[config.mk]
export PLATFORM = sky130hd
export DESIGN_NAME = inst_field_decoder
export DESIGN_NICKNAME = d
export VERILOG_FILES = /design/src/rtl/decode_pkg.sv /design/src/rtl/inst_field_decoder_imm_gen.sv /design/src/rtl/inst_field_decoder.sv
export SDC_FILE = /design/constraint.sdc
export NUM_CORES = 1
export LEC_CHECK = 0
export CORE_MARGIN = 2
export CORE_UTILIZATION = 45
export DETAILED_ROUTE_END_ITERATION = 16
export GPL_ROUTABILITY_DRIVEN = 1
export PLACE_DENSITY = 0.71
export SLEW_MARGIN = 10
export SYNTH_ARGS = -nofsm -noshare
export SYNTH_HDL_FRONTEND = slang
export SYNTH_SLANG_ARGS = --single-unit
[constraint.sdc]
create_clock -name clk -period 2.18 [get_ports clk]
set_input_delay 0.327 -clock clk [delete_from_list [all_inputs] [get_ports clk]]
set_output_delay 0.327 -clock clk [all_outputs]
set_load 0.02 [all_outputs]
[src/rtl/decode_pkg.sv]
// Shared opcode constants, format codes and decoded-field bundle for the
// instruction field decoder.
package decode_pkg;

    localparam logic [6:0] OP_LUI    = 7'b0110111;
    localparam logic [6:0] OP_AUIPC  = 7'b0010111;
    localparam logic [6:0] OP_JAL    = 7'b1101111;
    localparam logic [6:0] OP_JALR   = 7'b1100111;
    localparam logic [6:0] OP_BRANCH = 7'b1100011;
    localparam logic [6:0] OP_LOAD   = 7'b0000011;
    localparam logic [6:0] OP_STORE  = 7'b0100011;
    localparam logic [6:0] OP_IMM    = 7'b0010011;
    localparam logic [6:0] OP_REG    = 7'b0110011;
    localparam logic [6:0] OP_SYSTEM = 7'b1110011;
    localparam logic [6:0] OP_FENCE  = 7'b0001111;

    typedef enum logic [2:0] {
        FMT_R   = 3'd0,
        FMT_I   = 3'd1,
        FMT_S   = 3'd2,
        FMT_B   = 3'd3,
        FMT_U   = 3'd4,
        FMT_J   = 3'd5,
        FMT_ILL = 3'd7
    } fmt_e;

    typedef enum logic [1:0] {
        OCC_EMPTY = 2'd0,
        OCC_ONE   = 2'd1,
        OCC_FULL  = 2'd2
    } occ_e;

    typedef struct packed {
        logic [6:0] opcode;
        logic [4:0] rd;
        logic [4:0] rs1;
        logic [4:0] rs2;
        logic [2:0] funct3;
        logic [6:0] funct7;
        fmt_e       fmt;
        logic       illegal;
    } dec_fields_t;

    // Non-11 low bits mark a compressed/unsupported encoding; treat as illegal.
    function automatic fmt_e classify(input logic [31:0] instr);
        if (instr[1:0] != 2'b11) return FMT_ILL;
        case (instr[6:0])
            OP_REG:                                         return FMT_R;
            OP_IMM, OP_LOAD, OP_JALR, OP_SYSTEM, OP_FENCE:  return FMT_I;
            OP_STORE:                                       return FMT_S;
            OP_BRANCH:                                      return FMT_B;
            OP_LUI, OP_AUIPC:                               return FMT_U;
            OP_JAL:                                         return FMT_J;
            default:                                        return FMT_ILL;
        endcase
    endfunction

endpackage

[src/rtl/inst_field_decoder_imm_gen.sv]
// Immediate generator: reassembles the format-specific immediate bits and
// sign-extends from instr[31] to XLEN. R and illegal formats yield zero.
module imm_gen
    import decode_pkg::*;
#(
    parameter int XLEN = 32
) (
    input  logic [31:0]     instr,
    input  fmt_e            fmt,
    output logic [XLEN-1:0] imm
);

    always_comb begin
        imm = '0;
        case (fmt)
            FMT_I: imm = XLEN'($signed(instr[31:20]));
            FMT_S: imm = XLEN'($signed({instr[31:25], instr[11:7]}));
            FMT_B: imm = XLEN'($signed({instr[31], instr[7], instr[30:25], instr[11:8], 1'b0}));
            FMT_U: imm = XLEN'($signed({instr[31:12], 12'b0}));
            FMT_J: imm = XLEN'($signed({instr[31], instr[19:12], instr[20], instr[30:21], 1'b0}));
            default: imm = '0;
        endcase
    end

endmodule

[src/rtl/inst_field_decoder.sv]
// RV base-format instruction field decoder with a valid/ready output stage;
// SKID selects a two-entry skid (registered in_ready) or a single register.
module inst_field_decoder
    import decode_pkg::*;
#(
    parameter int XLEN = 32,
    parameter int SKID = 1
) (
    input  logic            clk,
    input  logic            rst,
    input  logic            in_valid,
    output logic            in_ready,
    input  logic [31:0]     in_instr,
    input  logic [XLEN-1:0] in_pc,
    output logic            out_valid,
    input  logic            out_ready,
    output logic [XLEN-1:0] out_pc,
    output logic [6:0]      out_opcode,
    output logic [4:0]      out_rd,
    output logic [4:0]      out_rs1,
    output logic [4:0]      out_rs2,
    output logic [2:0]      out_funct3,
    output logic [6:0]      out_funct7,
    output logic [2:0]      out_fmt,
    output logic [XLEN-1:0] out_imm,
    output logic            out_illegal
);

    fmt_e            d_fmt;
    dec_fields_t     d_f, o_f;
    logic [XLEN-1:0] d_imm, o_imm, o_pc;
    logic            in_xfer, out_xfer;

    assign in_xfer  = in_valid && in_ready;
    assign out_xfer = out_valid && out_ready;

    // Fields a format does not carry are forced to zero so downstream never
    // sees stray register indices.
    always_comb begin
        d_fmt     = classify(in_instr);
        d_f       = '0;
        d_f.opcode  = in_instr[6:0];
        d_f.fmt     = d_fmt;
        d_f.illegal = (d_fmt == FMT_ILL);
        if (d_fmt inside {FMT_R, FMT_I, FMT_U, FMT_J}) d_f.rd = in_instr[11:7];
        if (d_fmt inside {FMT_R, FMT_I, FMT_S, FMT_B}) begin
            d_f.rs1    = in_instr[19:15];
            d_f.funct3 = in_instr[14:12];
        end
        if (d_fmt inside {FMT_R, FMT_S, FMT_B}) d_f.rs2 = in_instr[24:20];
        if (d_fmt == FMT_R) d_f.funct7 = in_instr[31:25];
    end

    imm_gen #(.XLEN(XLEN)) u_imm_gen (
        .instr (in_instr),
        .fmt   (d_fmt),
        .imm   (d_imm)
    );

    if (SKID != 0) begin : g_skid
        occ_e            state;
        dec_fields_t     s_f;
        logic [XLEN-1:0] s_imm, s_pc;

        always_ff @(posedge clk) begin
            if (rst) begin
                state <= OCC_EMPTY;
                o_f   <= '0;
                o_imm <= '0;
                o_pc  <= '0;
                s_f   <= '0;
                s_imm <= '0;
                s_pc  <= '0;
            end else begin
                case (state)
                    OCC_EMPTY: if (in_xfer) begin
                        {o_f, o_imm, o_pc} <= {d_f, d_imm, in_pc};
                        state <= OCC_ONE;
                    end
                    OCC_ONE: if (in_xfer && out_xfer) begin
                        {o_f, o_imm, o_pc} <= {d_f, d_imm, in_pc};
                    end else if (in_xfer) begin
                        {s_f, s_imm, s_pc} <= {d_f, d_imm, in_pc};
                        state <= OCC_FULL;
                    end else if (out_xfer) begin
                        state <= OCC_EMPTY;
                    end
                    OCC_FULL: if (out_xfer) begin
                        {o_f, o_imm, o_pc} <= {s_f, s_imm, s_pc};
                        state <= OCC_ONE;
                    end
                    default: state <= OCC_EMPTY;
                endcase
            end
        end

        // Both handshake outputs come straight from the state register.
        assign out_valid = (state != OCC_EMPTY);
        assign in_ready  = (state != OCC_FULL);
    end else begin : g_reg
        logic vld;

        always_ff @(posedge clk) begin
            if (rst) begin
                vld   <= 1'b0;
                o_f   <= '0;
                o_imm <= '0;
                o_pc  <= '0;
            end else if (in_xfer) begin
                vld <= 1'b1;
                {o_f, o_imm, o_pc} <= {d_f, d_imm, in_pc};
            end else if (out_xfer) begin
                vld <= 1'b0;
            end
        end

        assign out_valid = vld;
        assign in_ready  = !vld || out_ready;
    end

    assign out_pc      = o_pc;
    assign out_opcode  = o_f.opcode;
    assign out_rd      = o_f.rd;
    assign out_rs1     = o_f.rs1;
    assign out_rs2     = o_f.rs2;
    assign out_funct3  = o_f.funct3;
    assign out_funct7  = o_f.funct7;
    assign out_fmt     = o_f.fmt;
    assign out_imm     = o_imm;
    assign out_illegal = o_f.illegal;

endmodule

Word level (Yosys, flattened, before mapping) --
Cells that the tools add are included.
Cells by class: reduce and logical (&&, ||, !) cells 15, eq/ne operators 26, bitwise operators 1, multiplexer cells 28
Operators with widths (count):
- $mux W32 | 6
- $pmux W32 S3 | 2
- $pmux W32 S5 | 1
- $mux W36 | 3
- $pmux W36 S3 | 1
- $eq A7 B7 Y1 const B | 4
- $eq A7 B6 Y1 const B | 3
- $pmux W3 S6 | 1
- $mux W5 | 3
- $eq A7 B5 Y1 const B | 2
- $ne A2 B2 Y1 const B | 6
- $mux W2 | 5
- $eq A3 B3 Y1 const B | 3
- $mux W3 | 3
- $reduce_and A4 Y1 | 2
- $reduce_bool A4 Y1 | 2
- $eq A7 B2 Y1 const B | 1
- $eq A7 B4 Y1 const B | 1
- $mux W7 | 1
- $eq A3 B2 Y1 const B | 2
- $pmux W2 S3 | 1
- $reduce_bool A3 Y1 | 2
- $reduce_or A5 Y1 | 1
- $eq A3 B1 Y1 const B | 1
- other kinds (11) | 13
Word-level totals: register bits after elaboration 202, logic and storage cells 91, bits of input ports 68

Longest topological paths before layout --
depth in word-level cells 9, depth in mapped cells 8, gate-level depth less buffers 6

Modules after synthesis --
A second synthesis with hierarchy kept.
Second synthesis, totals: cell total of the unflattened synthesis 1079, area total of the unflattened synthesis 8643.3 µm²
By module, submodules not included:
- inst_field_decoder | cells an instance 1013, area an instance 8252.9 µm², times used 1
- imm_gen | cells an instance 66, area an instance 390.4 µm², times used 1

Worst setup path after synthesis --
OpenSTA, ideal clock, no wires.
kind input -> register, from input port in_instr[3], to register o_f, in the netlist out_funct7[0], required time 2.106 ns, library setup time 0.074 ns, path slack 0.401 ns, cell stages on the path 7, buffers on the path 2, arrival 1.705 ns, cell sequence buf_6 or2_1 buf_6 or4_4 nor2_8 a221oi_2 nor3_2
On the way: cells in the longest elaborated chain, start to end 8
RTL lines:
- from (decl) | RTL line inst_field_decoder.sv:13 | input logic [31:0] in_instr,
- $eq A7 B5 Y1, or another cell as far along | RTL line decode_pkg.sv:47 | case (instr[6:0])
- $reduce_or A5 Y1 / $reduce_or A2 Y1 (equally long branches) | RTL line decode_pkg.sv:47
- $pmux W3 S6 (*) | RTL line decode_pkg.sv:47
- $mux W3 (*) | RTL line decode_pkg.sv:47
- $logic_not A3 Y1 (*) | RTL line inst_field_decoder.sv:51 | if (d_fmt == FMT_R) d_f.funct7 = in_instr[31:25];
- $mux W7 (*) | RTL line inst_field_decoder.sv:51
- $mux W36, on equally long branches | RTL line inst_field_decoder.sv:80, inst_field_decoder.sv:76
- $pmux W36 S3 (*) | RTL line inst_field_decoder.sv:75 | case (state)
- to (signal assigned) | RTL line inst_field_decoder.sv:77 | {o_f, o_imm, o_pc} <= {d_f, d_imm, in_pc};
- to (signal assigned) | RTL line inst_field_decoder.sv:81 | {o_f, o_imm, o_pc} <= {d_f, d_imm, in_pc};
- to (signal assigned) | RTL line inst_field_decoder.sv:89 | {o_f, o_imm, o_pc} <= {s_f, s_imm, s_pc};
- to (decl) | RTL line inst_field_decoder.sv:30 | dec_fields_t d_f, o_f;
Every way passes the cells marked *; elsewhere a longest branch is shown, timed or not. The select of a mux whose other input is x is not followed. A chain may end at the register's enable or synchronous reset.

Worst setup path after layout --
from register g_skid.state[1], to output port out_valid
On the way: cells in the longest elaborated chain, start to end 1
RTL lines:
- from (decl) | RTL line inst_field_decoder.sv:61 | occ_e state;
- from (signal assigned) | RTL line inst_field_decoder.sv:67 | state <= OCC_EMPTY;
- from (signal assigned) | RTL line inst_field_decoder.sv:78 | state <= OCC_ONE;
- from (signal assigned) | RTL line inst_field_decoder.sv:84 | state <= OCC_FULL;
- $reduce_bool A2 Y1 | RTL line inst_field_decoder.sv:98 | assign out_valid = (state != OCC_EMPTY);
- to (decl) | RTL line inst_field_decoder.sv:15 | output logic out_valid,
No other way between the ends.

==> metrics <==
row count 50; relative slew slack 0.535; largest net degree at the start of global routing 79; Max Slew Vio Count 0; Post-route DRC 0; net switching power 2.39 mW; first-pass GRT wire length 40.3 mm; Setup CP Type reg2out; commonest non-fill, non-tap cell in the layout nand2_1; initial antenna violation count 0; Syn Nets 1,085; Post-synth EDFFs 0; clock power share 0.418; Reg clk slew, reported paths 60 ps; Port Buffers 169; die height 141 µm; Fillers 1,633; DR pass1 iterations 5; final cell count without fillers 1,463; RSZ-0062 raised after global routing no; Antenna Nets Post-Route 0; #FFs+latches synth 202; cells on worst reg2reg path 7; Die W 141 µm; TritonCTS clock tree yes; Hold Violations, Final 0; critical path data arrival time roughly 1700 ps; power density cells approximately 800 nW/µm²; CTS max path bufs 3; R2R setup slack 330 ps; Ys Warns 0; Post-Route M1 WL 11.2 mm; DIE AREA 19,800 µm²; Hold Crit Class in2reg; Flop pwr share 0.426; Sw Ratio 0.256; clk sinks 202; Reg-to-Reg Start g_skid.state[1]; Max-Cap Viols 0; IO Pins 170; internal power 6.95 mW; sequential-to-total area share from yosys stat 0.481; layout cell share with drive strength beyond 1 0.130; DR WL/cell 17.1 µm; crit-path cells or2_2 > clkdlybuf4s50_1; Setup Skew slightly above 9 ps; Antenna Cells 0; Cells after DPL 1,423; DR iter-0 viols between 500 and 600; worst r2r dst out_imm[16]; status finished clean; CP max FO 7; Area Growth Syn to Fin 38.1%; clk root buf clkbuf_16; nets@finish 1,281; Setup violations, final 0; met2 WL 11.8 mm; Worst setup startpoint g_skid.state[1]; top sig layer met4; synthesized area 8410 µm²; clk_lat worst skew about 500 ps; WP data required about 1900 ps; Lkg Pwr 4.22 nW; DP HPWL between 15 and 20 mm; critical path's slowest cell clkdlybuf4s50_1; H-tree levels 1; period utilization 0.945; Hold Startpoint rst; commonest non-fill, non-tap cells in the layout nand2_1 (214), dfxtp_1 (202), clkdlybuf4s50_1 (167), nor2_1 (131), a21oi_1 (86); overall routing resource usage 0.246; Core Area about 19,000 µm²; DRT Wirelength roughly 25 mm; post-route minimum period 2060 ps; via-per-instance ratio 5.55; initial core utilization 0.454; vias in the first global route 7,770; hold endpoint out_fmt[0]; Slew @ Worst Pin 692 ps; vias 8,115; final RePlAce weighted congestion between 0.9 and 1; syn avg cell area around 8.3 µm²; number of buffers created by CTS 22; Max Clk Rate 486 MHz; CP peak stage delay 540 ps; async set or reset register ratio after synthesis 0; Comb pwr share 0.156; CP endpoint kind primary output; startpoint types flip-flop; Netlist cell types 60; Tot Pwr 9.34 mW; Top FF cell, synth dfxtp_1; Worst VDD drop 0.665 mV; grt total ovfl 0; Top Family by Delay on Critical Path buffers and inverters; Mapped Cells 1,017; WP buf/inv 1; routed wl met3 1.30 mm; hold depth 2
stage by stage:
step | setup slack, ps | area (µm²) | util | setup TNS [ps] | hold WS, ps
after floorplan | 401 | 8410 | - | 0 | 425
after global placement | -177 | 10900 | 0.586 | -12230 | 440
after detailed placement | -221 | 10900 | 0.586 | -14370 | 443
after CTS | 104 | 11600 | 0.628 | 0 | 225
after global routing | 51.1 | 11600 | 0.628 | 0 | 254
final | 120 | 11600 | 0.628 | 0 | 243
cell type report:
type | count | area (µm²) | share of cell area
multi-input combinational | 724 | 4030 | 0.347
sequential | 202 | 4040 | 0.348
clock buffer | 31 | 646 | 0.0556
timing repair buffer | 259 | 2470 | 0.212
tap | 234 | 293 | 0.0252
inverter | 4 | 15.0 | 0.00129
clock inverter | 9 | 124 | 0.0107
worst max-delay path by stage:
stage                    end  slack (ps)  depth (start not counted)
2_1_floorplan  out_funct7[0]         400                          7
3_3_place_gp     out_illegal        -180                          7
3_5_place_dp     out_imm[17]        -220                          7
4_1_cts            out_valid         100                          2
5_1_grt            out_valid          50                          2
6_report           out_valid         120                          2
timing repair:
action                                  in CTS  in global routing
hold buffers                                 0                  0
endpoints found under the setup margin       1                  0
resized for setup                            1                  0
setup buffers                                0                  0
flip-flops by register name, summed over array words and instances (netlist names):
signal,cells
g_skid.s_f,36
out_rs1,5
g_skid.state,2
out_fmt,3
out_illegal,1
out_pc,32
out_rs2,5
g_skid.s_pc,32
g_skid.s_imm,32
out_funct7,7
out_funct3,3
out_rd,5
out_imm,32
out_opcode,7
power groups by stage:
| stage | registers, mW | clock network [mW] | logic (mW) |
|---|---|---|---|
| 2_1_floorplan | 4.21 | 0 | 0.571 |
| 3_3_place_gp | 4.05 | 0 | 1.45 |
| 3_5_place_dp | 4.06 | 0 | 1.46 |
| 4_1_cts | 3.98 | 3.96 | 1.46 |
| 5_1_grt | 3.99 | 4.13 | 1.57 |
| 6_report | 3.98 | 3.90 | 1.46 |
worst reg2reg max path, stage by stage (launching register included):
cell      delay [ps]
dfxtp_1          360
nor2b_4          160
inv_2            210
buf_4            490
nor2_1           100
nor2_1           120
a21oi_1           50
a311oi_1         270
cell families after synthesis:
group,after synthesis,share of synthesized area
AND/OR/NAND/NOR,439,0.228
AO/OA/AOI/OAI,283,0.244
flip-flops,202,0.481
buffers and inverters,91,0.0456
XOR/XNOR,1,0.00104
multiplexers,1,0.00119
synthesized netlist by cell type (16+ instances only):
cell type,count,area share
a311oi_1,55,0.057
a21oi_1,86,0.051
clkbuf_1,58,0.026
dfxtp_1,202,0.48
o21ai_0,36,0.021
a211oi_1,19,0.017
a22o_1,19,0.020
nor2_1,132,0.059
nand2_1,215,0.096
nor3_1,29,0.017
a221oi_1,31,0.032
nand3_1,19,0.011
buf_2,16,0.0095
layer usage:
layer | global-route usage | up-vias
met2 | 0.405 | 245
met3 | 0.0313 | 50
met4 | 0.0758 | 0
met5 | 0 | -
li1 | - | 4031
met1 | 0.340 | 3789
No activity file was read; power rests on OpenSTA's default activity.
